**src/rtl/pipeline_hazard_ctrl.sv**
```systemverilog
// Stall/flush controller for an N-stage in-order pipeline. It resolves per-stage stall and flush
// requests, a multi-cycle unit window and a drain/halt sequence into per-stage-register enables.
module pipeline_hazard_ctrl #(
    parameter int N_STAGES = 5,
    parameter int MC_STAGE = 2,
    parameter int CNT_W    = 4,
    parameter int PERF_W   = 16
) (
    input  logic                clock,
    input  logic                reset,
    input  logic [N_STAGES-1:0] stall_req,
    input  logic [N_STAGES-1:0] flush_req,
    input  logic                mc_start,
    input  logic [CNT_W-1:0]    mc_cycles,
    input  logic                halt_req,
    output logic [N_STAGES-1:0] stall,
    output logic [N_STAGES-1:0] flush,
    output logic                halted,
    output logic                mc_busy,
    output logic                mc_overlap_err,
    output logic [PERF_W-1:0]   perf_stall,
    output logic [PERF_W-1:0]   perf_flush
);
    localparam int SW = $clog2(N_STAGES);

    typedef enum logic [1:0] {RUN, DRAIN, HALTED} state_e;

    state_e              state_q, state_d;
    logic [SW-1:0]       drain_cnt_q, drain_cnt_d;
    logic [CNT_W-1:0]    mc_cnt_q, mc_cnt_d;
    logic                err_q, err_d;
    logic                halted_q, halted_d;
    logic [PERF_W-1:0]   perf_stall_q, perf_stall_d;
    logic [PERF_W-1:0]   perf_flush_q, perf_flush_d;

    logic                s_req_any, f_any, s_any;
    logic [SW-1:0]       s_req_idx, f_idx, s_idx;
    logic                mc_abort, mc_stall, stall_win;
    logic [N_STAGES-1:0] stall_c, flush_c;

    always_comb begin
        s_req_any = 1'b0;
        s_req_idx = '0;
        f_any     = 1'b0;
        f_idx     = '0;
        for (int i = 1; i < N_STAGES; i++) begin
            if (stall_req[i]) begin
                s_req_any = 1'b1;
                s_req_idx = SW'(i);
            end
            if (flush_req[i]) begin
                f_any = 1'b1;
                f_idx = SW'(i);
            end
        end

        // An abort needs a flush older than the MC stage that also beats every explicit stall;
        // since the MC stall sits below such a flush, it can never change that outcome.
        mc_abort = (state_q != HALTED) && f_any && (int'(f_idx) > MC_STAGE) &&
                   (!s_req_any || (f_idx > s_req_idx));
        mc_stall = ((mc_start && (mc_cycles != '0)) || (mc_cnt_q != '0)) && !mc_abort;

        s_any = s_req_any || mc_stall;
        s_idx = s_req_idx;
        if (mc_stall && (!s_req_any || (int'(s_req_idx) < MC_STAGE)))
            s_idx = SW'(MC_STAGE);

        stall_win = s_any && (!f_any || (f_idx <= s_idx));

        stall_c = '0;
        flush_c = '0;
        for (int i = 0; i < N_STAGES; i++) begin
            if (stall_win) begin
                stall_c[i] = (i <= int'(s_idx));
                flush_c[i] = (i == int'(s_idx) + 1);
            end else if (f_any) begin
                flush_c[i] = (i >= 1) && (i <= int'(f_idx));
            end
        end

        if (state_q == DRAIN && !stall_win) begin
            stall_c[0] = 1'b1;
            flush_c[1] = 1'b1;
        end
        if (state_q == HALTED) begin
            stall_c = '1;
            flush_c = '0;
        end
        if (reset) begin
            stall_c = '0;
            flush_c = '0;
        end
    end

    always_comb begin
        mc_cnt_d = mc_cnt_q;
        if (mc_abort)
            mc_cnt_d = '0;
        else if (mc_start && mc_cnt_q == '0)
            mc_cnt_d = (mc_cycles == '0) ? '0 : mc_cycles - CNT_W'(1);
        else if (mc_cnt_q != '0)
            mc_cnt_d = mc_cnt_q - CNT_W'(1);

        err_d = err_q || (mc_start && mc_cnt_q != '0);

        perf_stall_d = perf_stall_q;
        if ((|stall_c) && !(&perf_stall_q))
            perf_stall_d = perf_stall_q + PERF_W'(1);
        perf_flush_d = perf_flush_q;
        if ((|flush_c) && !(&perf_flush_q))
            perf_flush_d = perf_flush_q + PERF_W'(1);

        state_d     = state_q;
        drain_cnt_d = drain_cnt_q;
        case (state_q)
            RUN: begin
                if (halt_req) begin
                    state_d     = DRAIN;
                    drain_cnt_d = SW'(N_STAGES - 1);
                end
            end
            DRAIN: begin
                if (!halt_req) begin
                    state_d = RUN;
                end else if (!stall_win) begin
                    // The decrement that reaches zero is the last drain cycle.
                    drain_cnt_d = drain_cnt_q - SW'(1);
                    if (drain_cnt_q <= SW'(1)) begin
                        state_d     = HALTED;
                        drain_cnt_d = '0;
                    end
                end
            end
            HALTED: begin
                if (!halt_req)
                    state_d = RUN;
            end
            default: state_d = RUN;
        endcase
        halted_d = (state_d == HALTED);
    end

    always_ff @(posedge clock or posedge reset) begin
        if (reset) begin
            state_q      <= RUN;
            drain_cnt_q  <= '0;
            mc_cnt_q     <= '0;
            err_q        <= 1'b0;
            halted_q     <= 1'b0;
            perf_stall_q <= '0;
            perf_flush_q <= '0;
        end else begin
            state_q      <= state_d;
            drain_cnt_q  <= drain_cnt_d;
            mc_cnt_q     <= mc_cnt_d;
            err_q        <= err_d;
            halted_q     <= halted_d;
            perf_stall_q <= perf_stall_d;
            perf_flush_q <= perf_flush_d;
        end
    end

    assign stall          = stall_c;
    assign flush          = flush_c;
    assign halted         = halted_q;
    assign mc_busy        = mc_stall && !reset;
    assign mc_overlap_err = err_q;
    assign perf_stall     = perf_stall_q;
    assign perf_flush     = perf_flush_q;
endmodule

```
**config.mk**
```make
export PLATFORM = sky130hd
export DESIGN_NAME = pipeline_hazard_ctrl
export DESIGN_NICKNAME = d
export VERILOG_FILES = /design/src/rtl/pipeline_hazard_ctrl.sv
export SDC_FILE = /design/constraint.sdc
export NUM_CORES = 1
export LEC_CHECK = 0
export CAP_MARGIN = 20
export CORE_MARGIN = 3
export CORE_UTILIZATION = 57
export DETAILED_ROUTE_END_ITERATION = 12
export DONT_BUFFER_PORTS = 1
export PLACE_DENSITY_LB_ADDON = 0.08
export SLEW_MARGIN = 20
export SYNTH_ARGS = -nofsm -noshare
export SYNTH_HDL_FRONTEND = slang
export SYNTH_SLANG_ARGS = --single-unit
```
**constraint.sdc**
```tcl
create_clock -name clock -period 3.7 [get_ports clock]
set_clock_uncertainty 0.15 [all_clocks]
set_input_delay 0 -clock clock [delete_from_list [all_inputs] [get_ports clock]]
set_output_delay 0 -clock clock [all_outputs]
set_load 0.02 [all_outputs]
```
==> reports/results.ini, run 1 <==
[setup_path]
cp-start-kind = register
critical-path-max-stage-delay_ns = 0.41
crit_arrival_ns = 3.54
worstSetupEndpointType = register
crit_required_ns = 3.73
path_buf_inv = 1
cp_cell_sequence = inv_2 > ha_4 > or3b_4 > a21oi_2 > or2_1 > o21a_1 > ha_1 > nand2_2 > nor3_1 > a221o_1 > a211oi_4 > mux2i_4 > and2_4 > mux2_4
path_max_fanout = 3
path_class = register to register
critical_path.slowest_cell = dfrtp_1
cp_top_family = compound AO/OA/AOI/OAI gates

[yosys]
ys.flop_type = dfrtp_1
synth.distinct_cells = 51
synth_edf_count = 0
synth-seq-cells = 43
yosysSeqAreaShare_pct = 42.0
synth_cells = 271
postSynthNetCount = 300
syn_area_um2 = 2560
ys_warn_count = 0
synthArstFlopShare_pct = 100
avgSynthCellArea_um2 = 9.45

[routing]
first_pass_iters = 4
dr_wl_met2_um = 2770
wl_met1_um = 2390
ant_nets = 0
drc = 0
routed_wl_um = 5580
wl_met3_um = 355
vias_per_cell = 5.96
drtIter0Drc = 34
num_vias = 2063
wire_per_inst_um = 16.1
highest-signal-layer = met4

[clock_network]
h-tree-depth = 2
cts.sinks = 43
clockBufferDepth = 2
cts_made_buffers = 5
insertion_delay_ns = 0.29
path_clk_slew_ns = 0.08
cts-root-buf = clkbuf_8
cts_tree = built

[power]
ir_drop_mv = 0.433
p_leak_nw = 1.30
p_total_mw = 1.75
power.density_nw_per_um2 = 590

[global_route]
grt_overflow_total = 0
grt.total_usage_pct = 22.3
grt_antenna_before_repair = 0
grt_pass1_wl_um = 9260
first_global_vias = 2020
grt_max_degree = 28

[sta]
finalSetupViolCount = 0
tns_ns = 0
period_share_pct = 94.9
layout_setup_ws_ns = 0.187
fmax_mhz = 285
rsz0062_at_grt = no
worstMarginPinSlew_ns = 0.708
period_minus_slack_ns = 3.51
maxSlewViolCount = 0
final_hold_viol_count = 0
maxSlewHeadroom_pct = 52.2

[min_path]
hold_class = input port to primary output

[final_layout]
syn_to_final_growth_pct = 15.8
final_net_count = 324
antennaDiodeCount = 0
final_layout_size_suffix_gt1_share_pct = 13.5

[place]
detailedPlace.worstSlack_ns = 0.0805
hpwl_um = 4020
io_buffer_count = 0
gp_congestion = 0.811

[die]
die-height_um = 73.0
die_x_um = 73.0
die_area_um2 = 5330
start_util_pct = 61.3
row_count = 23
io-pin-count = 63
placeableCoreArea_um2 = 4170

[run_status]
status = complete, no violations

[run]
drv_cap = 0

[cells in the final DEF (no fill, tap or decap), types with 2 or more instances in the layout]
cell           Yosys  layout
a211oi_1           3       3
a21o_1             2       2
a21oi_1           13      13
a31oi_1            3       3
and3_1            10      10
and4_1             3       3
buf_4              3      16
buf_6              0       3
bufinv_16          0       2
clkbuf_8           0       5
dfrtp_1           43      43
dlygate4sd3_1      0       7
ha_1              11      10
inv_1             10       8
nand2_1           18      17
nand2b_1           3       3
nand3_1           19      19
nand4_1           10      10
nor2_1            27      27
nor2b_1            3       3
nor3_1             8       8
o211ai_1           2       2
o21a_1             4       4
o21ai_0            6       6
o22ai_1            2       2
or2_1              3       3
or3_1              2       2
xnor2_1           29      29
xor2_1             3       3
[stage by stage]
stage / cells / hold WS (ns) / utilization [%] / cell area (um^2)
2_1_floorplan: 271 / -0.0331 / - / 2560
3_3_place_gp: 330 / -0.243 / 64.9 / 2710
3_5_place_dp: 330 / -0.246 / 64.9 / 2710
4_1_cts: 345 / 0.0207 / 69.8 / 2910
5_1_grt: 346 / 0.0224 / 71.1 / 2970
6_report: 346 / 0.0194 / 71.1 / 2970
[layer usage]
| layer | global-route usage (%) | vias to the layer above |
|---|---|---|
| met3 | 6.61 | 9 |
| met4 | 5.53 | 0 |
| met1 | 27.6 | 985 |
| li1 | - | 1014 |
| met5 | 0 | - |
| met2 | 37.9 | 55 |
[cell type report]
type	instances	area, um^2
multi-input combinational	209	1430
fill	326	1210
sequential	43	1080
timing repair buffer	26	224
clock buffer	6	72.6
tap	50	62.6
clock inverter	2	60.1
inverter	10	37.5
[what timing repair did]
action / CTS / global route
hold buffers: 7 / 0
resized for setup: 0 / 10
setup buffers: 0 / 1
setup endpoints to repair: 0 / 30
hold endpoints to repair: 60 / 0
[path summary, 6_finish.rpt]
check	depth (start not counted)	end	slack (ns)	from
min in group asynchronous	2	perf_stall[9]	0.11	reset
min	2	stall[0]	0.02	reset
max in group asynchronous	3	perf_stall[3]	2.59	reset
max	14	perf_flush[1]	0.19	mc_cnt_q[0]
max reg2reg	14	perf_flush[1]	0.19	mc_cnt_q[0]
min reg2reg	1	mc_cnt_q[0]	0.36	mc_cnt_q[0]
[flip-flops by register name (all words and copies together), names as in the netlist]
signal / flops
perf_flush: 16
perf_stall: 16
mc_cnt_q: 4
drain_cnt_q: 3
state_q: 2
halted: 1
mc_overlap_err: 1
[power breakdown]
part,internal [mW],total [mW],leakage (nW),switching [mW]
sequential,0.575,0.780,0.561,0.205
clock,0.270,0.426,0.0654,0.156
combinational,0.262,0.543,0.676,0.281
[cells by family (layout without fill, tap and decap cells)]
| logic type | count (synthesis) | after routing | share of synthesized area, % |
|---|---|---|---|
| buf+inv | 19 | 44 | 3.32 |
| mux | 3 | 3 | 1.56 |
| other cells | 1 | 1 | 0.146 |
| simple gates | 113 | 113 | 22.8 |
| xor+xnor | 32 | 32 | 10.9 |
| flops | 43 | 43 | 42.0 |
| compound gates | 49 | 49 | 13.8 |
| fa+ha+maj | 11 | 11 | 5.38 |
[Yosys cell counts, types with 3 or more instances]
master    count  share of area, %
dfrtp_1      43                42
inv_1        10               1.5
nor2_1       27               4.0
buf_4         3              0.88
nand3_1      19               3.7
or2_1         3              0.73
nor2b_1       3              0.73
xor2_1        3               1.0
nand2b_1      3              0.73
nor3_1        8               1.6
a21oi_1      13               2.5
and3_1       10               2.4
and4_1        3               1.0
o21a_1        4               1.2
clkbuf_1      4              0.59
a211oi_1      3              0.88
xnor2_1      29               9.9
nand2_1      18               2.6
a31oi_1       3              0.73
ha_1         11               5.4
nand4_1      10               2.4
o21ai_0       6               1.2
No activity file was read; power rests on OpenSTA's default activity.
==> run 2: changes to the inputs <==
--- a/config.mk
+++ b/config.mk
@@ -7,7 +7,7 @@
 export LEC_CHECK = 0
 export CAP_MARGIN = 20
 export CORE_MARGIN = 3
-export CORE_UTILIZATION = 57
+export CORE_UTILIZATION = 60
 export DETAILED_ROUTE_END_ITERATION = 12
 export DONT_BUFFER_PORTS = 1
 export PLACE_DENSITY_LB_ADDON = 0.08
==> constraint.sdc (replaced) <==
create_clock -name clock -period 3.68 [get_ports clock]
set_clock_uncertainty 0.15 [all_clocks]
set_input_delay 0 -clock clock [delete_from_list [all_inputs] [get_ports clock]]
set_output_delay 0 -clock clock [all_outputs]
set_load 0.02 [all_outputs]
==> run 2 against run 1 <==
Highest routed layer unchanged. Utilization up 1.3 points. Critical path depth unchanged. Routed wire length is 0.11% lower. Critical path type unchanged.
==> reports/results.ini, run 2 (synthesized netlist as in run 1, its figures left out) <==
[clock_network]
cts_tree = built
path_clk_slew_ns = 0.08
cts_made_buffers = 5
h-tree-depth = 2
insertion_delay_ns = 0.29
cts-root-buf = clkbuf_8
clockBufferDepth = 2
cts.sinks = 43

[place]
hpwl_um = 3910
io_buffer_count = 0
placed_area_um2 = 2670
gp_congestion = 0.923
detailedPlace.worstSlack_ns = 0.0621
dp_cells = 324

[setup_path]
path_class = register to register
crit_arrival_ns = 3.54
worstSetupEndpointType = register
critical_path.slowest_cell = dfrtp_1
path_max_fanout = 4
cp_cell_sequence = inv_2 > ha_4 > or3b_4 > a21oi_4 > or2_1 > o21a_1 > ha_1 > nand2_2 > nor3_1 > a221o_1 > a211oi_4 > mux2i_4 > and2_4 > mux2_4
cp-start-kind = register
critical-path-max-stage-delay_ns = 0.41
cp-startpoint = mc_cnt_q[0]
r2r_start = mc_cnt_q[0]
crit_required_ns = 3.71

[global_route]
grt_antenna_before_repair = 0
first_global_vias = 1998
grt_overflow_total = 0
grt_max_degree = 44
grt.total_usage_pct = 22.7
grt_pass1_wl_um = 9230

[routing]
routed_wl_um = 5580
drc = 0
ant_nets = 0
wire_per_inst_um = 16.2
drtIter0Drc = 73
vias_per_cell = 5.92
first_pass_iters = 4
num_vias = 2042

[die]
row_count = 23
die-height_um = 71.3
io-pin-count = 63
die_area_um2 = 5090
placeableCoreArea_um2 = 4060
start_util_pct = 63.1
die_x_um = 71.3

[sta]
period_share_pct = 95.3
worstMarginPinSlew_ns = 0.719
holdWs_ns = 0.0185
layout_setup_ws_ns = 0.172
maxSlewViolCount = 0
finalSetupViolCount = 0
final_hold_viol_count = 0
fmax_mhz = 285
period_minus_slack_ns = 3.51
maxSlewHeadroom_pct = 51.4

[final_layout]
final.fill_count = 320
syn_to_final_growth_pct = 14.7
final_area_um2 = 2940
final_util_pct = 72.3
final_net_count = 323
layout_common_cells = dfrtp_1, xnor2_1, nor2_1
final_layout_size_suffix_gt1_share_pct = 13.2
antennaDiodeCount = 0
instances_no_fill = 345
final_common_cell = dfrtp_1

[run]
drv_cap = 0

[power]
power.density_nw_per_um2 = 563
ir_drop_mv = 0.426
p_leak_nw = 1.28

[min_path]
hold_class = input port to primary output
hp-start = reset

[run_status]
status = complete, no violations

## run 2: path summary, 6_finish.rpt
check,to,slack (ns),depth (start not counted)
max,perf_flush[1],0.17,14
min,stall[2],0.02,2
max reg2reg,perf_flush[1],0.17,14
min reg2reg,drain_cnt_q[2],0.41,1
max in group asynchronous,state_q[0],2.68,3
min in group asynchronous,mc_cnt_q[3],0.34,3
## run 2: report_power, final
group	switching, mW	total, mW	internal [mW]	leakage, nW
sequential	0.206	0.784	0.578	0.561
combinational	0.282	0.548	0.266	0.670
clock	0.149	0.321	0.171	0.0515
total	0.638	1.65	1.02	1.28
## run 2: worst max-delay path: cells and delay by family, from the launching register on
kind,cells,cell delay [ns]
AO/OA/AOI/OAI,4,0.89
AND/OR/NAND/NOR,5,0.86
multiplexers,2,0.64
flip-flops,1,0.41
adder cells (fa/ha/maj),2,0.36
buffers and inverters,1,0.09
## run 2: final cells by class
cell class / count / area [um^2] / share of cell area [%]
Tap cell: 50 / 62.6 / 2.13
Sequential cell: 43 / 1080 / 36.7
Inverter: 10 / 37.5 / 1.28
Timing Repair Buffer: 25 / 215 / 7.33
Multi-Input combinational cell: 209 / 1440 / 49.2
Clock buffer: 8 / 100 / 3.41
## run 2: timing repair
action / 4_1_cts / 5_1_grt
hold endpoints to repair: 59 / 0
hold buffers: 8 / 0
setup endpoints to repair: 0 / 33
buffers inserted: 0 / 5
resized for setup: 0 / 13
## run 2: through the flow
stage / power (mW) / TNS, ns
floorplan: 1.16 / 0
finish: 1.65 / 0
detailed placement: 1.27 / 0
CTS: 1.61 / 0
global placement: 1.26 / 0
global route: 1.78 / -0.000976
## run 2: layer usage
| layer | vias up | GRT usage, % | share of wire [%] |
|---|---|---|---|
| met5 | - | 0 | 0 |
| met4 | 0 | 6.89 | 0.82 |
| met1 | 982 | 28.5 | 42 |
| met2 | 48 | 38.1 | 51 |
| li1 | 1008 | - | - |
| met3 | 4 | 6.45 | 6.2 |
==> run 3: changes to the inputs <==
--- a/config.mk
+++ b/config.mk
@@ -10,7 +10,7 @@
 export CORE_UTILIZATION = 60
 export DETAILED_ROUTE_END_ITERATION = 12
 export DONT_BUFFER_PORTS = 1
-export PLACE_DENSITY_LB_ADDON = 0.08
+export PLACE_DENSITY = 0.76
 export SLEW_MARGIN = 20
 export SYNTH_ARGS = -nofsm -noshare
 export SYNTH_HDL_FRONTEND = slang
==> run 3 against run 2 <==
Global-route usage decreased by 0.18 points. Sequential share of layout area is 1.2 points lower. Non-clock buffer count rose by 7. Critical path type unchanged. Highest routed layer unchanged.
==> reports/results.ini, run 3 (synthesized netlist as in run 1, its figures left out) <==
[final_layout]
final_common_cell = dfrtp_1
final.fill_count = 305
antennaDiodeCount = 0
final_layout_size_suffix_gt1_share_pct = 16.2
final_area_um2 = 3030
layout_common_cells = dfrtp_1, xnor2_1, nor2_1
syn_to_final_growth_pct = 18.4
final_net_count = 331
final_util_pct = 74.7

[clock_network]
insertion_delay_ns = 0.29
h-tree-depth = 2
cts_tree = built
clockBufferDepth = 2
cts.sinks = 43
path_clk_slew_ns = 0.08
cts-root-buf = clkbuf_8
cts_made_buffers = 5

[power]
combPwrFrac_pct = 32.8
switching_share_pct = 36.5
clockPowerShare_pct = 23.7
p_leak_nw = 1.34
p_switching_mw = 0.658
power.density_nw_per_um2 = 595
ir_drop_mv = 0.489
cell_internal_pwr_mw = 1.15
seqPwrFrac_pct = 43.5

[setup_path]
path_max_fanout = 8
rrSetupSlack_ns = 0.15
crit_arrival_ns = 3.55
path_class = register to register
cp-start-kind = register
crit_required_ns = 3.70
r2r_cells = 17
worstSetupEndpointType = register

[global_route]
first_global_vias = 2034
grt.total_usage_pct = 22.5
grt_overflow_total = 0
grt_max_degree = 45
grt_pass1_wl_um = 9240
grt_antenna_before_repair = 0

[min_path]
hold_class = input port to register
hold_depth = 5

[run_status]
status = complete, no violations

[routing]
routed_wl_um = 5780
first_pass_iters = 4
ant_nets = 0
wire_per_inst_um = 16.4
drc = 0
vias_per_cell = 6.07
drtIter0Drc = 94
num_vias = 2142

[run]
drv_cap = 0

[place]
gp_congestion = 0.957
io_buffer_count = 0
placed_area_um2 = 2680
hpwl_um = 3940

[sta]
period_minus_slack_ns = 3.53
worstMarginPinSlew_ns = 0.670
finalSetupViolCount = 0
period_share_pct = 95.9
maxSlewHeadroom_pct = 55.0
fmax_mhz = 284
maxSlewViolCount = 0
holdWs_ns = 0.0168
final_hold_viol_count = 0

[die]
io-pin-count = 63
start_util_pct = 63.1
placeableCoreArea_um2 = 4060
die_x_um = 71.3
die_area_um2 = 5090
die-height_um = 71.3
row_count = 23

run 3: cell count changes in the layout (fill, tap and decap cells not counted), sizes merged:
| cell | previous run | this run |
|---|---|---|
| buf | 17 | 25 |
| bufinv | 0 | 2 |
| clkbuf | 8 | 6 |
| dlygate4sd3 | 8 | 7 |
| o31a | 1 | 2 |
run 3: path summary, 6_finish.rpt:
path	start	to
max	mc_cnt_q[0]	perf_stall[10]
min	mc_cycles[0]	mc_cnt_q[1]
max reg2reg	mc_cnt_q[0]	perf_stall[10]
min reg2reg	mc_cnt_q[0]	mc_cnt_q[0]
max in group asynchronous	reset	state_q[1]
min in group asynchronous	reset	perf_stall[5]
run 3: what timing repair did:
item	in CTS	in global routing
endpoints found under the setup margin	0	32
hold endpoints to repair	57	0
setup buffers	0	11
hold buffers	7	0
gates resized for setup	0	14
run 3: layout make-up:
type	instances	area [um^2]	area share, %
clock inverters	2	60.1	1.98
repair buffers	32	278	9.16
flip-flops and latches	43	1080	35.5
multi-input cells	210	1450	47.7
inverters	10	37.5	1.24
well taps	50	62.6	2.06
clock buffers	6	72.6	2.39
run 3: layer usage:
metal  part of all wire (%)  up-vias  track usage, %
met5                      0        -               0
met4                    1.6        0            7.52
met3                    6.6        8            5.89
met2                     49       69            35.5
met1                     43     1040            30.3
li1                       -     1025               -
run 3: worst max-delay path, stage by stage (launching register included):
cell	delay, ns
dfrtp_1	0.41
inv_2	0.09
ha_4	0.14
or3b_4	0.38
a21oi_2	0.13
or2_1	0.14
o21a_1	0.12
ha_1	0.23
nand2_2	0.09
nor3_1	0.05
a221o_1	0.32
a211oi_4	0.31
buf_6	0.17
buf_4	0.12
o31a_4	0.18
buf_6	0.13
nand3_1	0.09
xnor2_1	0.14
run 3: through the flow:
step / setup WS, ns / power, mW / TNS, ns / std cells
after global routing: -0.0339 / 1.91 / -0.141 / 353
final: 0.153 / 1.80 / 0 / 353
after CTS: 0.0514 / 1.72 / 0 / 341
after detailed placement: 0.0764 / 1.28 / 0 / 326
after floorplan: 0.0523 / 1.16 / 0 / 271
after global placement: 0.150 / 1.26 / 0 / 326
run 3: power groups by stage:
stage / sequential, mW / clock, mW / combinational [mW]
floorplan: 0.758 / 0 / 0.397
global placement: 0.783 / 0 / 0.475
detailed placement: 0.792 / 0 / 0.492
CTS: 0.783 / 0.434 / 0.505
global route: 0.803 / 0.454 / 0.655
finish: 0.785 / 0.427 / 0.592
